<file path="src/rtl/coin_intake_if.sv">
`default_nettype none
// ============================================================================
// Module      : coin_intake_if
// Description : CPU-facing bundle of the coin intake block. Carries the ack and
//               clear write strobes and the read-mux status fields.
// Revision    : 1.0 - initial release
// ============================================================================
interface coin_intake_if #(
  parameter int TOTAL_W = 16
);
  logic               coin_ack;
  logic               clear;
  logic [3:0]         beam_state;
  logic               coin_valid;
  logic [1:0]         coin_type;
  logic [TOTAL_W-1:0] total_cents;
  logic [31:0]        coin_counts;
  logic               overflow;

  // CPU / MMIO side: issues strobes, reads status
  modport master (
    output coin_ack, clear,
    input  beam_state, coin_valid, coin_type, total_cents, coin_counts, overflow
  );

  // Coin intake side: accepts strobes, drives status
  modport slave (
    input  coin_ack, clear,
    output beam_state, coin_valid, coin_type, total_cents, coin_counts, overflow
  );
endinterface
`default_nettype wire

</file>
<file path="src/rtl/coin_intake.sv">
`default_nettype none
// ============================================================================
// Module      : coin_intake
// Description : Synchronises and debounces four coin beam-break sensors
//               (penny, nickel, dime, quarter), turns each debounced break into
//               a coin event, keeps saturating totals/counts and queues one
//               pending event per channel behind a valid/ack handshake.
// Revision    : 1.0 - initial release
// ============================================================================
module coin_intake #(
  parameter int DEBOUNCE_CYCLES = 30000,
  parameter bit BROKEN_LEVEL    = 1'b0,
  parameter int TOTAL_W         = 16
) (
  input  logic          clock,
  input  logic          reset,
  input  logic [3:0]    beam_raw,
  coin_intake_if.slave  bus
);

  localparam int              CNT_W      = $clog2(DEBOUNCE_CYCLES);
  localparam logic [CNT_W-1:0] c_CNT_LAST = CNT_W'(DEBOUNCE_CYCLES - 1);
  // Idle ("not broken") pin level; sync flops reset here so that reset itself
  // never looks like a beam break to the debouncer.
  localparam logic [3:0]      c_IDLE     = {4{~BROKEN_LEVEL}};

  // Coin value in cents for channel index 0..3
  function automatic logic [5:0] coin_value(input int ch);
    case (ch)
      0:       coin_value = 6'd1;
      1:       coin_value = 6'd5;
      2:       coin_value = 6'd10;
      default: coin_value = 6'd25;
    endcase
  endfunction

  logic [3:0]         r_sync1;
  logic [3:0]         r_sync2;
  logic [3:0]         w_level;
  logic [3:0]         w_stable;
  logic [3:0]         w_event;
  logic [3:0]         r_pending;
  logic               r_overflow;
  logic [TOTAL_W-1:0] r_total;
  logic [1:0]         w_type;
  logic [3:0]         w_ack_mask;
  logic [3:0]         w_pending_next;
  logic               w_ovf;
  logic [5:0]         w_add;
  logic [TOTAL_W+5:0] w_sum;
  logic [TOTAL_W-1:0] w_total_next;

  // Two-flop synchroniser on the raw sensor pins
  always_ff @(posedge clock or negedge reset) begin
    if (!reset) begin
      r_sync1 <= c_IDLE;
      r_sync2 <= c_IDLE;
    end else begin
      r_sync1 <= beam_raw;
      r_sync2 <= r_sync1;
    end
  end

  // 1 = synchronised level says the beam is broken
  assign w_level = BROKEN_LEVEL ? r_sync2 : ~r_sync2;

  for (genvar i = 0; i < 4; i++) begin : g_chan
    logic [CNT_W-1:0] r_cnt;
    logic             r_stable;
    logic [7:0]       r_count;

    // Debounce: accept a new level only after DEBOUNCE_CYCLES consecutive mismatches
    always_ff @(posedge clock or negedge reset) begin
      if (!reset) begin
        r_cnt    <= '0;
        r_stable <= 1'b0;
      end else if (w_level[i] == r_stable) begin
        r_cnt <= '0;
      end else if (r_cnt == c_CNT_LAST) begin
        r_stable <= w_level[i];
        r_cnt    <= '0;
      end else begin
        r_cnt <= r_cnt + CNT_W'(1);
      end
    end

    // Event only on the not-broken -> broken transition of the debounced level
    assign w_event[i]  = w_level[i] & ~r_stable & (r_cnt == c_CNT_LAST);
    assign w_stable[i] = r_stable;

    // Per-coin count, saturating at 255; clear discards a same-cycle event
    always_ff @(posedge clock or negedge reset) begin
      if (!reset) begin
        r_count <= 8'd0;
      end else if (bus.clear) begin
        r_count <= 8'd0;
      end else if (w_event[i] && (r_count != 8'hFF)) begin
        r_count <= r_count + 8'd1;
      end
    end

    assign bus.coin_counts[8*i +: 8] = r_count;
  end

  // Present the highest-value pending coin
  always_comb begin
    w_type = 2'd0;
    if (r_pending[3])      w_type = 2'd3;
    else if (r_pending[2]) w_type = 2'd2;
    else if (r_pending[1]) w_type = 2'd1;
  end

  // Queue update, overflow detection and saturating cents total
  always_comb begin
    w_ack_mask = 4'b0000;
    if (bus.coin_ack && (r_pending != 4'b0000)) w_ack_mask = 4'b0001 << w_type;
    w_pending_next = (r_pending & ~w_ack_mask) | w_event;
    w_ovf          = |(w_event & r_pending & ~w_ack_mask);
    w_add          = 6'd0;
    for (int i = 0; i < 4; i++) begin
      if (w_event[i]) w_add = w_add + coin_value(i);
    end
    w_sum        = {6'd0, r_total} + {{TOTAL_W{1'b0}}, w_add};
    w_total_next = (|w_sum[TOTAL_W+5:TOTAL_W]) ? {TOTAL_W{1'b1}} : w_sum[TOTAL_W-1:0];
  end

  // Accounting state; clear has priority over events and acks
  always_ff @(posedge clock or negedge reset) begin
    if (!reset) begin
      r_pending  <= 4'b0000;
      r_overflow <= 1'b0;
      r_total    <= '0;
    end else if (bus.clear) begin
      r_pending  <= 4'b0000;
      r_overflow <= 1'b0;
      r_total    <= '0;
    end else begin
      r_pending <= w_pending_next;
      r_total   <= w_total_next;
      if (w_ovf) r_overflow <= 1'b1;
    end
  end

  assign bus.beam_state  = w_stable;
  assign bus.coin_valid  = |r_pending;
  assign bus.coin_type   = w_type;
  assign bus.total_cents = r_total;
  assign bus.overflow    = r_overflow;

endmodule
`default_nettype wire
</file>
<file path="src/flat_wrapper.sv">
// flat-port wrapper written by rule: the top's interface ports become plain ports
module coin_intake_flat 
#(
  parameter int DEBOUNCE_CYCLES = 30000,
  parameter bit BROKEN_LEVEL    = 1'b0,
  parameter int TOTAL_W         = 16
)
  (clock, reset, beam_raw, bus_coin_ack, bus_clear, bus_beam_state, bus_coin_valid, bus_coin_type, bus_total_cents, bus_coin_counts, bus_overflow);
  coin_intake_if #(.TOTAL_W(TOTAL_W)) bus_i ();
  input  logic clock;
  input  logic reset;
  input  logic [3:0] beam_raw;
  input wire logic [$bits(bus_i.coin_ack)-1:0] bus_coin_ack;
  input wire logic [$bits(bus_i.clear)-1:0] bus_clear;
  output wire logic [$bits(bus_i.beam_state)-1:0] bus_beam_state;
  output wire logic [$bits(bus_i.coin_valid)-1:0] bus_coin_valid;
  output wire logic [$bits(bus_i.coin_type)-1:0] bus_coin_type;
  output wire logic [$bits(bus_i.total_cents)-1:0] bus_total_cents;
  output wire logic [$bits(bus_i.coin_counts)-1:0] bus_coin_counts;
  output wire logic [$bits(bus_i.overflow)-1:0] bus_overflow;
  assign bus_i.coin_ack = bus_coin_ack;
  assign bus_i.clear = bus_clear;
  assign bus_beam_state = bus_i.beam_state;
  assign bus_coin_valid = bus_i.coin_valid;
  assign bus_coin_type = bus_i.coin_type;
  assign bus_total_cents = bus_i.total_cents;
  assign bus_coin_counts = bus_i.coin_counts;
  assign bus_overflow = bus_i.overflow;
  coin_intake #(.DEBOUNCE_CYCLES(DEBOUNCE_CYCLES), .BROKEN_LEVEL(BROKEN_LEVEL), .TOTAL_W(TOTAL_W)) u_core (.clock(clock), .reset(reset), .beam_raw(beam_raw), .bus(bus_i));
endmodule
</file>
<file path="config.mk">
export PLATFORM = sky130hd
export DESIGN_NAME = coin_intake_flat
export DESIGN_NICKNAME = d
export VERILOG_FILES = /design/src/rtl/coin_intake_if.sv /design/src/rtl/coin_intake.sv /design/src/flat_wrapper.sv
export SDC_FILE = /design/constraint.sdc
export NUM_CORES = 1
export LEC_CHECK = 0
export CAP_MARGIN = 10
export CORE_ASPECT_RATIO = 0.75
export CORE_UTILIZATION = 55
export DETAILED_ROUTE_END_ITERATION = 7
export GPL_TIMING_DRIVEN = 0
export HOLD_SLACK_MARGIN = 0.15
export PLACE_DENSITY = 0.88
export SLEW_MARGIN = 10
export SYNTH_ARGS = -nofsm -noshare
export SYNTH_HDL_FRONTEND = slang
export SYNTH_SLANG_ARGS = --single-unit
</file>
<file path="constraint.sdc">
create_clock -name clock -period 8.65 [get_ports clock]
set_input_delay 0.865 -clock clock [delete_from_list [all_inputs] [get_ports clock]]
set_output_delay 0.865 -clock clock [all_outputs]
set_load 0.05 [all_outputs]
</file>
==> metrics.log <==
INFO  metric run_status = finished clean
INFO  metric netlist_instances = 667
INFO  metric dpl.hpwl = 10650 um
INFO  metric areaGrowthSynthToFinish = 21.80%
INFO  metric timing.final.crit_period = 4534 ps
INFO  metric tritoncts = built
INFO  metric fin_setup_tns = 0 ps
INFO  metric final_layout_net_count = 782
INFO  metric pre_cts_setup_slack = 4233 ps
INFO  metric criticalPathCategory = reg -> reg
INFO  metric stdcell_area = 8046 um^2
INFO  metric critical_path_sink_type = flip-flop
INFO  metric cp-start-kind = flip-flop
INFO  metric core_region_area = 11660 um^2
INFO  metric final_common_cell = dfrtp_1
INFO  metric antenna_cells = 0
INFO  metric port_buffers = 63
INFO  metric hp-class = in -> async
INFO  metric cts.repair_timing.setup_buffer_count = 0
INFO  metric largest_net_degree_at_the_start_of_global_routing = 92
INFO  metric rows = 34
INFO  metric chipHeight = 96.92 um
INFO  metric cts.htree.levels = 4
INFO  metric hold_violations = 0
INFO  metric drt_drc_violations_left = 0
INFO  metric synth_warnings = 0
INFO  metric clock-root-buffer = clkbuf_16
INFO  metric overflow = 0
INFO  metric worst_slew_pin_slew = 836.8 ps
INFO  metric crit_start = u_core.g_chan[0].r_cnt[6]
INFO  metric yosys.cell_types.count = 64
INFO  metric synth_nets = 699
INFO  metric final_min_period_over_clock_period = 0.5242
INFO  metric initialDrtViolationCount = 400
INFO  metric cts_repair_resize_count = 0
INFO  metric die-area = 12460 um^2
INFO  metric number_of_iterations_in_the_first_detailed_routing_pass = 5
INFO  metric cellPowerDensity = 168.0 nW/um^2
INFO  metric maxSlewViolCount = 0
INFO  metric max-clock-path-buffers = 2
INFO  metric routabilityCongestion = 0.8888
INFO  metric clkSlewWorstSetupHoldPaths = 50 ps
INFO  metric worst-path-max-fanout = 6
INFO  metric syn_avg_cell_area = 9.905 um^2
INFO  metric cts_inserted_buffers = 17
INFO  metric average_via_count_per_standard_cell = 5.825
INFO  metric layout-drive-gt1-share = 0.09961
INFO  metric vdd_ir_drop_max = 0.1502 mV
INFO  metric placed_cell_area = 7468 um^2
INFO  metric routed_wire_length_per_instance = 16.62 um
INFO  metric clock-sinks = 125
INFO  metric timing.critical_path.required = 8920 ps
INFO  metric regToRegStartpoint = u_core.g_chan[0].r_cnt[6]
INFO  metric clock_latency = 420 ps
INFO  metric initial_antenna_violation_count = 0
INFO  metric count_of_flip_flops_with_a_built_in_enable_after_synthesis = 0
INFO  metric nFillCells = 830
INFO  metric multi_input_comb_area = 3236 um^2
INFO  metric num_io_pins = 64
INFO  metric slew-limit-headroom = 0.4378
INFO  metric grt_usage = 0.2636
INFO  metric first_pass_grt_wire_length = 25750 um
INFO  metric wl = 15370 um
INFO  metric first_global_vias = 5365
INFO  metric seqCellArea = 3138 um^2
INFO  metric fmax = 220.5 MHz
INFO  metric routed-via-count = 5388
INFO  metric slack_of_the_critical_path = 4116 ps
INFO  metric asyncSetResetFlopFracSynth = 1.000
INFO  metric start_util = 0.5668
INFO  metric detail-route-antenna-nets = 0
INFO  metric cts_hold_buf = 0
INFO  metric cp_data_arrival_time = 4810 ps
INFO  metric final_cell_mix = 117 x dfrtp_1, 103 x nor2_1, 62 x clkdlybuf4s50_1, 36 x xor2_1, 34 x nand2_1
INFO  metric design_power_total = 1.352 mW
INFO  metric cellLeakagePower = 3.487 nW
INFO  metric synth.ff_latch_count = 125
INFO  metric synth-seq-area-share = 0.4750
INFO  metric setup_viol = 0
INFO  metric postSynth.topFlopCell = dfrtp_1
INFO  metric rsz0062_at_grt = false
INFO  metric fin_worst_skew = 13.50 ps
INFO  metric mappedNetlistArea = 6606 um^2
INFO  metric postLayoutCoreUtil = 0.6903
INFO  metric die_w = 128.6 um
INFO  metric maxCapViolCount = 0
[registers in the layout, summed over array words and instances, names as in the netlist]
name	cells
u_core.bus.overflow	1
u_core.r_pending	4
u_core.r_sync1	4
u_core.g_chan.r_stable	4
u_core.g_chan.r_count	32
u_core.bus.total_cents	16
u_core.r_sync2	4
u_core.g_chan.r_cnt	60
[path summary, 6_finish.rpt]
check / cells after the start / end / slack, ps
max in group asynchronous: 2 / u_core.r_sync1[0] / 7550
min in group clock: 0 / u_core.r_sync2[1] / 350
hold reg to reg: 0 / u_core.r_sync2[1] / 350
setup reg to reg: 16 / u_core.bus.total_cents[13] / 4120
setup / recovery: 16 / u_core.bus.total_cents[13] / 4120
hold / removal: 1 / u_core.g_chan[2].r_cnt[1] / 330
[kinds of logic after synthesis]
family | count (synthesis) | share of synthesized area
AND/OR/NAND/NOR | 303 | 0.2574
buffers and inverters | 53 | 0.03523
XOR/XNOR | 68 | 0.09015
flip-flops | 125 | 0.4750
AO/OA/AOI/OAI | 85 | 0.08106
multiplexers | 9 | 0.01458
adder cells (fa/ha/maj) | 24 | 0.04659
[through the flow]
| stage | hold WS [ps] | std cells |
|---|---|---|
| after CTS | 342.6 | 925 |
| after floorplan | 345.2 | 667 |
| after detailed placement | 347.3 | 893 |
| after global routing | 356.5 | 925 |
| after global placement | 346.1 | 892 |
| final | 333.4 | 925 |
[Yosys cell counts (3+ instances only)]
cell type,instances,area (um^2)
nand4b_1,3,26.28
and3_1,21,131.4
buf_2,6,30.03
o31ai_1,5,37.54
xnor2_1,32,280.3
o21ai_0,17,85.08
and4_1,8,70.07
buf_4,5,37.54
or2_2,3,18.77
and2_1,7,43.79
clkbuf_1,9,33.78
nor4b_2,4,60.06
nand2_1,34,127.6
nor3_1,7,35.03
and4bb_2,3,37.54
or4_1,3,22.52
nand3_1,29,145.1
nor2b_1,9,56.30
mux2i_1,4,40.04
inv_1,32,120.1
dfstp_2,8,210.2
nand4_1,27,168.9
a31oi_1,3,18.77
a311oi_1,4,35.03
nor2_1,103,386.6
o21a_1,4,30.03
nor4b_1,3,26.28
mux2_2,4,45.04
nor3_2,3,30.03
nand2b_1,4,25.02
dfrtp_1,117,2928
nor4_1,4,25.02
and4b_1,3,30.03
or3_1,10,62.56
ha_1,23,287.8
xor2_1,36,315.3
nor3b_1,3,22.52
a21oi_1,33,165.2
[where the power goes]
part | leakage [nW] | total (mW) | switching [mW] | internal (mW)
clock | 0.279 | 0.710 | 0.251 | 0.459
combinational | 1.50 | 0.0434 | 0.0298 | 0.0136
sequential | 1.71 | 0.599 | 0.00563 | 0.593
total | 3.49 | 1.35 | 0.286 | 1.07
[routing by layer]
| layer | vias to the layer above | GRT usage | routed length [um] |
|---|---|---|---|
| met3 | 31 | 0.07024 | 1078 |
| met4 | 0 | 0.08326 | 282 |
| li1 | 2519 | - | - |
| met2 | 185 | 0.4162 | 7334 |
| met5 | - | 0 | 0 |
| met1 | 2653 | 0.3540 | 6675 |
[critical path: stages (launching register included)]
cell and delay [ps]:
dfrtp_1 430, or4_1 610, nor4_4 280, nand2_1 180
inv_1 90, ha_1 190, inv_1 60, ha_1 290
inv_1 50, ha_1 300, o21ai_0 340, fa_1 290
nor2b_1 70, o31ai_1 560, a211oi_1 290, and4b_1 320
nor3_1 50
[cell type report]
class / count / share of cell area
Buffer: 21 / 0.01399
Clock buffer: 25 / 0.05784
Clock inverter: 7 / 0.01399
Inverter: 32 / 0.01493
Multi-Input combinational cell: 489 / 0.4021
Sequential cell: 125 / 0.3900
Tap cell: 162 / 0.02519
Timing Repair Buffer: 64 / 0.08195
No activity file was read; power rests on OpenSTA's default activity.
